===== src/rtl/cla_seq_adder_ctrl_pkg.sv =====
// cla_seq_adder_ctrl_pkg: slice width and FSM state encodings shared by the sequential CLA adder
package cla_seq_adder_ctrl_pkg;
   localparam int SLICE = 4;
   localparam logic [1:0] S_IDLE = 2'd0;
   localparam logic [1:0] S_RUN  = 2'd1;
   localparam logic [1:0] S_DONE = 2'd2;
endpackage


===== src/rtl/cla_seq_adder_ctrl_cla4.sv =====
// carry_look_ahead_4: 4-bit carry look-ahead slice; c[k] is the carry out of bit k
module carry_look_ahead_4 (
   input  logic [3:0] p,
   input  logic [3:0] g,
   input  logic       c_in,
   output logic [3:0] c,
   output logic       c_out,
   output logic       p_out,
   output logic       g_out
);
   assign c[0]  = g[0] | (p[0] & c_in);
   assign c[1]  = g[1] | (p[1] & g[0]) | (&p[1:0] & c_in);
   assign c[2]  = g[2] | (p[2] & g[1]) | (&p[2:1] & g[0]) | (&p[2:0] & c_in);
   assign p_out = &p;
   assign g_out = g[3] | (p[3] & g[2]) | (&p[3:2] & g[1]) | (&p[3:1] & g[0]);
   assign c[3]  = g_out | (p_out & c_in);
   assign c_out = c[3];
endmodule


===== src/rtl/cla_seq_adder_ctrl.sv =====
// cla_seq_adder_ctrl: time-multiplexes one 4-bit CLA slice across a WIDTH-bit add,
// one slice per clock, least-significant slice first, with a one-cycle done pulse
module cla_seq_adder_ctrl
   import cla_seq_adder_ctrl_pkg::*;
#(
   parameter int WIDTH = 16
) (
   input  logic             clk,
   input  logic             rst,
   input  logic             start,
   input  logic [WIDTH-1:0] a,
   input  logic [WIDTH-1:0] b,
   input  logic             c_in,
   output logic             busy,
   output logic             done,
   output logic [WIDTH-1:0] sum,
   output logic             c_out,
   output logic             p_out,
   output logic             g_out,
   output logic             ovf
);
   localparam int N  = WIDTH / SLICE;
   localparam int IW = $clog2(N);
   logic [1:0]       r_state;
   logic [IW-1:0]    r_idx;
   logic [WIDTH-1:0] r_a, r_b;
   logic             r_carry, r_pacc, r_gacc;
   logic [SLICE-1:0] w_p, w_g, w_c, w_sum;
   logic             w_cout, w_sp, w_sg, w_last, w_pacc, w_gacc;
   assign w_p    = r_a[r_idx*SLICE +: SLICE] ^ r_b[r_idx*SLICE +: SLICE];
   assign w_g    = r_a[r_idx*SLICE +: SLICE] & r_b[r_idx*SLICE +: SLICE];
   assign w_sum  = w_p ^ {w_c[SLICE-2:0], r_carry};
   assign w_last = r_idx == IW'(N - 1);
   // accumulated group terms treat each new slice as the more significant half
   assign w_pacc = r_pacc & w_sp;
   assign w_gacc = w_sg | (w_sp & r_gacc);
   assign busy   = r_state == S_RUN;
   assign done   = r_state == S_DONE;
   carry_look_ahead_4 u_cla (
      .p(w_p), .g(w_g), .c_in(r_carry), .c(w_c), .c_out(w_cout), .p_out(w_sp), .g_out(w_sg)
   );
   always_ff @(posedge clk) begin
      if (rst) begin
         r_state <= S_IDLE;
         r_idx   <= '0;
         r_a     <= '0;
         r_b     <= '0;
         r_carry <= 1'b0;
         r_pacc  <= 1'b0;
         r_gacc  <= 1'b0;
         sum     <= '0;
         c_out   <= 1'b0;
         p_out   <= 1'b0;
         g_out   <= 1'b0;
         ovf     <= 1'b0;
      end else if (r_state == S_IDLE) begin
         if (start) begin
            r_a     <= a;
            r_b     <= b;
            r_carry <= c_in;
            r_idx   <= '0;
            r_pacc  <= 1'b1;
            r_gacc  <= 1'b0;
            sum     <= '0;
            c_out   <= 1'b0;
            p_out   <= 1'b0;
            g_out   <= 1'b0;
            ovf     <= 1'b0;
            r_state <= S_RUN;
         end
      end else if (r_state == S_RUN) begin
         sum[r_idx*SLICE +: SLICE] <= w_sum;
         r_carry <= w_cout;
         r_pacc  <= w_pacc;
         r_gacc  <= w_gacc;
         if (w_last) begin
            c_out   <= w_cout;
            ovf     <= w_c[SLICE-2] ^ w_c[SLICE-1];
            p_out   <= w_pacc;
            g_out   <= w_gacc;
            r_state <= S_DONE;
         end else begin
            r_idx <= r_idx + 1'b1;
         end
      end else begin
         r_state <= S_IDLE;
      end
   end
endmodule


===== config.mk =====
export PLATFORM = sky130hd
export DESIGN_NAME = cla_seq_adder_ctrl
export DESIGN_NICKNAME = d
export VERILOG_FILES = /design/src/rtl/cla_seq_adder_ctrl_pkg.sv /design/src/rtl/cla_seq_adder_ctrl_cla4.sv /design/src/rtl/cla_seq_adder_ctrl.sv
export SDC_FILE = /design/constraint.sdc
export NUM_CORES = 1
export LEC_CHECK = 0
export ABC_AREA = 1
export CAP_MARGIN = 5
export CORE_AREA = 3 3 78 80
export DETAILED_ROUTE_END_ITERATION = 12
export DIE_AREA = 0 0 81 83
export PLACE_DENSITY = 0.88
export SKIP_CTS_REPAIR_TIMING = 1
export SLEW_MARGIN = 20
export SYNTH_ARGS = -nofsm -noshare
export SYNTH_HDL_FRONTEND = slang
export SYNTH_SLANG_ARGS = --single-unit

===== constraint.sdc =====
create_clock -name clk -period 3 [get_ports clk]
set_input_delay 0.6 -clock clk [delete_from_list [all_inputs] [get_ports clk]]
set_output_delay 0.6 -clock clk [all_outputs]
set_load 0.03 [all_outputs]

# Word-level counts from Yosys, hierarchy flattened
# Cells that the tools add are included.
[classes]
addsub = 2
n_eq_ne = 6
n_shift = 4
muxes = 33
bitwise_logic = 27
reduce_logical = 14
[op_table]
columns = ["op", "count"]
rows = [
  ["16-bit two-way mux", 3],
  ["4-bit negation with 34-bit output", 1],
  ["4-bit by 34-bit variable shift with 16-bit output (first input constant)", 1],
  ["4-bit by 34-bit indexed part select with 16-bit output", 1],
  ["16-bit by 5-bit indexed part select with 4-bit output", 2],
  ["1-bit two-way mux", 21],
  ["16-bit bitwise mux", 1],
  ["2-bit two-way mux", 8],
  ["1-bit bitwise AND", 12],
  ["2-bit AND reduction", 6],
  ["3-bit AND reduction", 4],
  ["1-bit OR", 11],
  ["4-bit XOR", 2],
  ["4-bit bitwise AND", 1],
  ["2-bit == test (second input constant)", 2],
  ["4-bit AND reduction", 1],
  ["2-bit nonzero test", 2],
  ["3-bit by 1-bit inequality test with 1-bit output (second input constant)", 1],
  ["2-bit by 1-bit adder with 2-bit output (second input constant)", 1],
  ["2-bit by 1-bit == test with 1-bit output (second input constant)", 1],
  ["2-bit logical NOT", 1],
  ["2-bit by 1-bit inequality test with 1-bit output (second input constant)", 1],
  ["2-bit inequality test (second input constant)", 1],
  ["1-bit XOR", 1],
]
[totals]
register_bits = 59
inputBits = 36
out_inout_bits = 22
wordCells = 98

# Longest topological paths before layout
# Gate-level depths: netlist of run 1.
[logic_depth]
depth_word = 11
ltp_mapped = 14
depth_no_buf = 12

# Cells and area by module
# A second synthesis of run 1 with hierarchy kept.
[unflattened]
cells_unflattened = 403
area_unflattened_um2 = 2825.2
[by_module_without_submodules]
columns = ["module", "n_inst", "cells_each", "area_per_inst_um2", "seq_area_each_um2"]
rows = [
  ["cla_seq_adder_ctrl", 1, 383, 2727.6, 1181.1],
  ["carry_look_ahead_4", 1, 20, 97.6, 0.0],
]

# Worst setup path after synthesis of run 1
# Ideal clock, no wire load.
[synth_timing]
path_kind = "flip-flop to flip-flop"
start = "register r_idx[0]"
end = "register r_carry"
setup_time_ns = 0.115
t_arrival_ns = 2.008
required_time_ns = 2.885
path_slack_ns = 0.877
path_stages_with_launch = 14
path_buffers = 2
period_less_slack_ns = 2.123
cell_sequence = "dfxtp_1 > clkbuf_1 > buf_2 > nor2_1 > o22ai_1 > ha_1 > nand2_1 > nor2_1 > nand2_1 > nand3b_1 > nand2_1 > nand2_1 > o21ai_0 > inv_1"
[synth_between]
elab_chain_cells = 9
elab_cells_between_ends = 17
cone_classes = "shift (2); mux (2); bitwise (10); reduce/logical (3)"
[synth_rtl]
columns = ["item", "line_no", "rtl"]
rows = [
  ["start: declaration", "cla_seq_adder_ctrl.sv:25", "logic [IW-1:0] r_idx;"],
  ["start signal: assignment", "cla_seq_adder_ctrl.sv:83", "r_idx <= r_idx + 1'b1;"],
  ["16-bit by 5-bit indexed part select with 4-bit output", "cla_seq_adder_ctrl.sv:30, cla_seq_adder_ctrl.sv:31", ""],
  ["4-bit XOR / 4-bit bitwise AND (equally long branches)", "cla_seq_adder_ctrl.sv:30, cla_seq_adder_ctrl.sv:31", ""],
  ["1-bit bitwise AND / 2-bit AND reduction (equally long branches)", "cla_seq_adder_ctrl_cla4.sv:15", "assign g_out = g[3] | (p[3] & g[2]) | (&p[3:2] & g[1]) | (&p[3:1] & g[0]);"],
  ["1-bit OR / 1-bit bitwise AND (equally long branches)", "cla_seq_adder_ctrl_cla4.sv:15", ""],
  ["1-bit OR (2 in series)", "cla_seq_adder_ctrl_cla4.sv:15", ""],
  ["1-bit OR *", "cla_seq_adder_ctrl_cla4.sv:16", "assign c[3] = g_out | (p_out & c_in);"],
  ["1-bit two-way mux *", "cla_seq_adder_ctrl.sv:71", "end else if (r_state == S_RUN) begin"],
  ["1-bit two-way mux *", "cla_seq_adder_ctrl.sv:56", "end else if (r_state == S_IDLE) begin"],
  ["end signal: assignment", "cla_seq_adder_ctrl.sv:60", "r_carry <= c_in;"],
  ["end signal: assignment", "cla_seq_adder_ctrl.sv:73", "r_carry <= w_cout;"],
  ["end: declaration", "cla_seq_adder_ctrl.sv:27", "logic r_carry, r_pacc, r_gacc;"],
]
# Every way passes the cells marked *; elsewhere a longest branch is shown, timed or not. The select of a mux whose other input is x is not followed.
# A chain may end at the register's enable or synchronous reset.

# Worst setup path after layout of run 1
[layout_timing]
start = "register r_state[1]"
end = "output port busy"
[layout_between]
elab_chain_cells = 1
[layout_rtl]
columns = ["item", "line_no", "rtl"]
rows = [
  ["start: declaration", "cla_seq_adder_ctrl.sv:24", "logic [1:0] r_state;"],
  ["start signal: assignment", "cla_seq_adder_ctrl.sv:44", "r_state <= S_IDLE;"],
  ["start signal: assignment", "cla_seq_adder_ctrl.sv:69", "r_state <= S_RUN;"],
  ["start signal: assignment", "cla_seq_adder_ctrl.sv:81", "r_state <= S_DONE;"],
  ["2-bit by 1-bit == test with 1-bit output", "cla_seq_adder_ctrl.sv:37", "assign busy = r_state == S_RUN;"],
  ["end: declaration", "cla_seq_adder_ctrl.sv:14", "output logic busy,"],
]
# Every way passes these cells.

==> key figures, run 1 <==
Status
  – Status: finished, final reports clean

Cells and area
  – Fill cell count: 496
  – Post-route cell area: 3526 um2
  – Most common cell after layout, fill and taps aside: nor2_1
  – Most frequent cells in the layout: nor2_1, dfxtp_1, clkdlybuf4s50_1
  – Fin nets: 476
  – Share of layout cells above drive strength 1: 5.991%
  – Final core occ: 64.43%
  – Diodes inserted: 0
  – Area Overhead vs Synth: 28.15%

Die
  – Core Rows: 27
  – Die height: 83 um
  – Ports: 58
  – Die width: 81 um
  – Initial Utilization: 50.27%
  – Core area: 5473 um2
  – Die footprint: 6723 um2

Placement
  – HPWL Detailed: 4826 um
  – Placed inst area: 3353 um2
  – Port Buffer Count: 57
  – Setup slack after placement: 0.5709 ns
  – Routability cong.: 0.8995

Worst setup path
  – Worst reg2reg setup slack: 0.52 ns
  – Critical Path Source Type: flip-flop
  – Setup CP Type: reg -> out
  – R2R Path Start: r_idx[1]
  – Worst r2r dst: ovf
  – R2r worst-path depth: 11
  – Critical Path Fanout Max: 7
  – CP Capture Type: output port
  – Required @ worst endpoint: 2.40 ns
  – CP Data Arrival Time: 1.89 ns

Job
  – Max-cap viol count: 0

Logic synthesis
  – Cell Area, Synth: 2751 um2
  – Syn Inst Count: 376
  – Yosys top cell by area: dfxtp_1
  – Sequential-to-total area share from yosys stat: 42.93%
  – Synth cell types: 28
  – Synth area leaders: dfxtp_1, nor2_1, o21ai_0
  – Post-Syn Area per Cell: 7.318 um2
  – Syn Nets: 423
  – Yosys warnings: 0
  – Synthesis-stage register bit count: 59
  – Post-synth top area share: 42.93%

Power
  – Overall power: 1.956 mW
  – Maximum vdd ir drop: 0.0003650 V
  – Power per cell area: 554.7 nW/um2
  – Pleak: 1.434 nW

STA
  – Fin Setup TNS: 0 ns
  – Worst Clk Skew: 0.004184 ns
  – Max Freq: 0.4018 GHz
  – Slew @ Worst Pin: 0.8042 ns
  – Setup ws final: 0.5110 ns
  – Slew Viols, Final: 0
  – Crit path time final: 2.489 ns
  – Crit share post-route: 82.97%
  – Setup violations, final: 0
  – RSZ-0062 raised after global routing: no
  – Max_slew headroom: 46.33%
  – Final hold vios: 0

Worst hold path
  – Hold/Removal Path Class: reg -> reg
  – Min-delay src: sum[8]
  – Worst hold stages: 2
  – Hold Path End: sum[8]

Global route
  – Largest net degree at the start of global routing: 36
  – Total grt overflow: 0
  – Vias in the first global route: 2567
  – Total track usage: 20.79%
  – Initial antenna violation count: 0
  – First-pass GRT wire length: 11010 um

Detailed routing
  – DRT Wirelength: 6454 um
  – Number of routed nets with antenna violations: 0
  – DRC viols: 0
  – DR vias/cell: 5.184
  – Pre-Repair DR Iteration Count: 4
  – Via count: 2623
  – Drt wl/cell: 12.75 um
  – DR iter-0 viols: 226

Clock network
  – Largest buffer count on any clock path: 2
  – Num CTS Buffers: 9
  – Skew-Pair Late Insertion Delay: 0.33 ns
  – CTS root buf: clkbuf_8
  – Worst-path clk slew: 0.06 ns
  – Clk sink count: 59
  – Htree depth: 3
  – TritonCTS clock tree: yes
==> critical path: stages, from the launching register on <==
cell	delay [ns]
dfxtp_1	0.33
inv_1	0.14
nand2_1	0.15
bufinv_8	0.26
clkdlybuf4s50_1	0.68
==> per-stage QoR <==
stage               hold slack, ns  std cells
detailed placement          0.4553        490
finish                      0.4594        506
global route                0.4858        506
global placement            0.4506        490
CTS                         0.4649        506
floorplan                   0.4433        376
==> worst max path at each step <==
stage / start / to / slack, ns / cells past startpoint
finish: r_state[1] / busy / 0.51 / 4
global route: r_idx[1] / ovf / 0.24 / 11
CTS: r_state[1] / busy / 0.51 / 4
detailed placement: r_idx[1] / ovf / 0.57 / 11
global placement: r_idx[1] / ovf / 0.68 / 11
floorplan: r_idx[0] / r_carry / 0.88 / 13
==> sequential cells by signal (all words and copies together), names as in the netlist <==
register / count
r_idx: 2
r_pacc: 1
r_carry: 1
c_out: 1
p_out: 1
r_gacc: 1
ovf: 1
r_a: 16
r_b: 16
r_state: 2
g_out: 1
sum: 16
==> cell usage after synthesis <==
| master | instances |
|---|---|
| nor2_1 | 94 |
| dfxtp_1 | 59 |
| nand2_1 | 55 |
| o21ai_0 | 52 |
| a21oi_1 | 22 |
| inv_1 | 18 |
| nand3_1 | 13 |
| clkbuf_1 | 12 |
| ha_1 | 10 |
| o22ai_1 | 8 |
| buf_2 | 5 |
| nand4_1 | 5 |
| a22oi_1 | 4 |
| clkinv_1 | 2 |
| nand3b_1 | 2 |
| nor2_2 | 2 |
| nor2_4 | 2 |
| a211oi_2 | 1 |
| a21oi_4 | 1 |
| a32o_1 | 1 |
| buf_6 | 1 |
| bufinv_8 | 1 |
| clkinv_8 | 1 |
| fa_1 | 1 |
| nand2_2 | 1 |
| nor2_8 | 1 |
| nor3_1 | 1 |
| xor2_1 | 1 |
==> metal layers <==
metal  global-route usage (%)  share of wire, %  vias up
met5                        0                 0        -
met4                    8.602               1.7        0
met3                    5.423               5.9       10
met2                    34.28                49       75
met1                    25.24                43     1192
li1                         -                 -     1346
==> where the power goes <==
group / internal [mW] / switching, mW
sequential: 0.832 / 0.0335
clock: 0.343 / 0.286
combinational: 0.178 / 0.283
total: 1.35 / 0.603
==> cell type report <==
cell class / instances / area (um2) / share of cell area [%]
Multi-Input combinational cell: 277 / 1380 / 39.14
Tap cell: 72 / 90.09 / 2.555
Sequential cell: 59 / 1181 / 33.50
Clock buffer: 14 / 162.7 / 4.613
Timing Repair Buffer: 60 / 593.1 / 16.82
Clock inverter: 2 / 10.01 / 0.2839
Inverter: 22 / 108.9 / 3.087
==> cells by family after synthesis <==
kind of cell,count (synthesis),share of synthesized area [%]
AO/OA/AOI/OAI,89,17.78
XOR/XNOR,1,0.3184
adder cells (fa/ha/maj),11,5.275
buffers and inverters,40,6.912
flip-flops,59,42.93
AND/OR/NAND/NOR,176,26.78
(Power assumes the default switching activity.)
==> run 2: changes to the inputs <==
==> constraint.sdc (replaced) <==
create_clock -name clk -period 2.5 [get_ports clk]
set_input_delay 0.5 -clock clk [delete_from_list [all_inputs] [get_ports clk]]
set_output_delay 0.5 -clock clk [all_outputs]
set_load 0.03 [all_outputs]
==> key figures, run 2 (synthesized netlist as in run 1, its figures left out) <==
Worst setup path
  – CP Capture Type: flip-flop
  – CP Data Arrival Time: 2.68 ns
  – Crit path launch: r_idx[0]
  – Crit-path cells: clkinvlp_4 -> buf_4 -> o21ai_0 -> o22ai_1 -> fa_1 -> xor2_1 -> nand2_1 -> nor2_1 -> a22oi_1 -> nor2_1
  – R2R Path Start: r_idx[0]
  – CP dominant cell by count: nor2_1
  – Setup CP Type: reg -> reg
  – Cell at the slowest stage of the critical path: dfxtp_2
  – Critical Path Fanout Max: 12
  – Crit path largest cell delay: 0.42 ns
  – Critical Path Source Type: flip-flop
  – Required @ worst endpoint: 2.78 ns

Die
  – Die width: 81 um
  – Die height: 83 um
  – Die footprint: 6723 um2
  – Ports: 58
  – Initial Utilization: 50.27%
  – Core area: 5473 um2
  – Core Rows: 27

Power
  – Power per cell area: 750.2 nW/um2
  – Maximum vdd ir drop: 0.0003843 V
  – Overall power: 2.756 mW
  – Gate power share: 21.9%
  – Pleak: 1.502 nW
  – Switch share: 28.53%
  – Reg power frac: 37.8%
  – Switch Pwr: 0.7863 mW
  – Clk pwr share: 40.3%
  – Pint: 1.970 mW

STA
  – Slew @ Worst Pin: 0.5982 ns
  – Max Freq: 0.4156 GHz
  – Worst Clk Skew: 0.005743 ns
  – Crit path time final: 2.406 ns
  – Max_slew headroom: 60.08%
  – Fin Setup TNS: 0 ns
  – Final hold vios: 0
  – Crit share post-route: 96.25%
  – Hold WS: 0.4629 ns
  – Setup ws final: 0.09370 ns
  – Slew Viols, Final: 0
  – Setup violations, final: 0

Detailed routing
  – Via count: 2712
  – DRT Wirelength: 6828 um
  – Pre-Repair DR Iteration Count: 5
  – Number of routed nets with antenna violations: 0
  – DRC viols: 0
  – Drt wl/cell: 13.34 um
  – DR iter-0 viols: 235
  – DR vias/cell: 5.297

Cells and area
  – Share of layout cells above drive strength 1: 9.091%
  – Final cell count without fillers: 512
  – FF+latch area: 1182 um2
  – Final core occ: 67.12%
  – Fin nets: 482
  – Diodes inserted: 0
  – Most common cell after layout, fill and taps aside: nor2_1
  – Post-route cell area: 3674 um2
  – Regs by FF count: r_a x16, r_b x16, sum x16
  – Fill cell count: 484
  – Most frequent cells in the layout: nor2_1, dfxtp_1, clkdlybuf4s50_1
  – Area of the multi-input gates: 1386 um2
  – Area Overhead vs Synth: 33.52%

Clock network
  – Worst-path clk slew: 0.06 ns
  – Largest buffer count on any clock path: 2
  – Skew-Pair Late Insertion Delay: 0.34 ns
  – Htree depth: 3
  – Clk sink count: 59
  – TritonCTS clock tree: yes
  – Num CTS Buffers: 9
  – CTS root buf: clkbuf_8

Global route
  – First-pass GRT wire length: 11230 um
  – Vias in the first global route: 2544
  – Initial antenna violation count: 0
  – Largest net degree at the start of global routing: 36
  – Total track usage: 21.06%
  – Total grt overflow: 0

Placement
  – Setup slack after placement: 0.1547 ns
  – Port Buffer Count: 57
  – Routability cong.: 0.9168
  – HPWL Detailed: 4789 um
  – Placed inst area: 3376 um2
  – Placed cells: 493

Worst hold path
  – Hold/Removal Path Class: reg -> reg
  – Min-delay src: sum[2]

Status
  – Status: finished, final reports clean

Job
  – Max-cap viol count: 0
[run 2: cell count changes in the layout (fill, tap and decap cells not counted), moves of 2 or more]
cell	change
buf_4	+6
bufinv_16	+3
clkbuf_1	-3
clkinvlp_4	+2
[run 2: path summary, 6_finish.rpt]
kind	endpoint	slack [ns]	cells past startpoint
hold reg to reg	sum[2]	0.46	2
hold / removal	sum[2]	0.46	2
setup / recovery	sum[13]	0.09	10
setup reg to reg	sum[13]	0.09	10
[run 2: cell type report]
class	instances	area share, %
Timing Repair Buffer	66	17.37
Clock inverter	4	2.589
Multi-Input combinational cell	277	37.74
Tap cell	72	2.452
Inverter	22	3.168
Sequential cell	59	32.19
Clock buffer	12	4.496
[run 2: critical path, delay by kind of cell (launching register included)]
kind	cells	cell delay, ns
XOR/XNOR	1	0.38
buffers and inverters	2	0.32
AND/OR/NAND/NOR	3	0.40
flip-flops	1	0.42
adder cells (fa/ha/maj)	1	0.41
AO/OA/AOI/OAI	3	0.42
[run 2: power by group through the flow]
stage | clock network (mW) | logic, mW | registers, mW
6_report | 1.11 | 0.603 | 1.04
5_1_grt | 1.16 | 0.672 | 1.05
4_1_cts | 1.12 | 0.573 | 1.04
3_5_place_dp | 0 | 0.571 | 1.06
3_3_place_gp | 0 | 0.550 | 1.05
2_1_floorplan | 0 | 0.395 | 1.05
[run 2: routing by layer]
layer | vias up | track usage [%] | share of wire (%)
li1 | 1352 | - | -
met1 | 1233 | 24.63 | 42
met2 | 107 | 32.79 | 48
met3 | 20 | 7.158 | 7.2
met4 | 0 | 12.44 | 2.5
met5 | - | 0 | 0
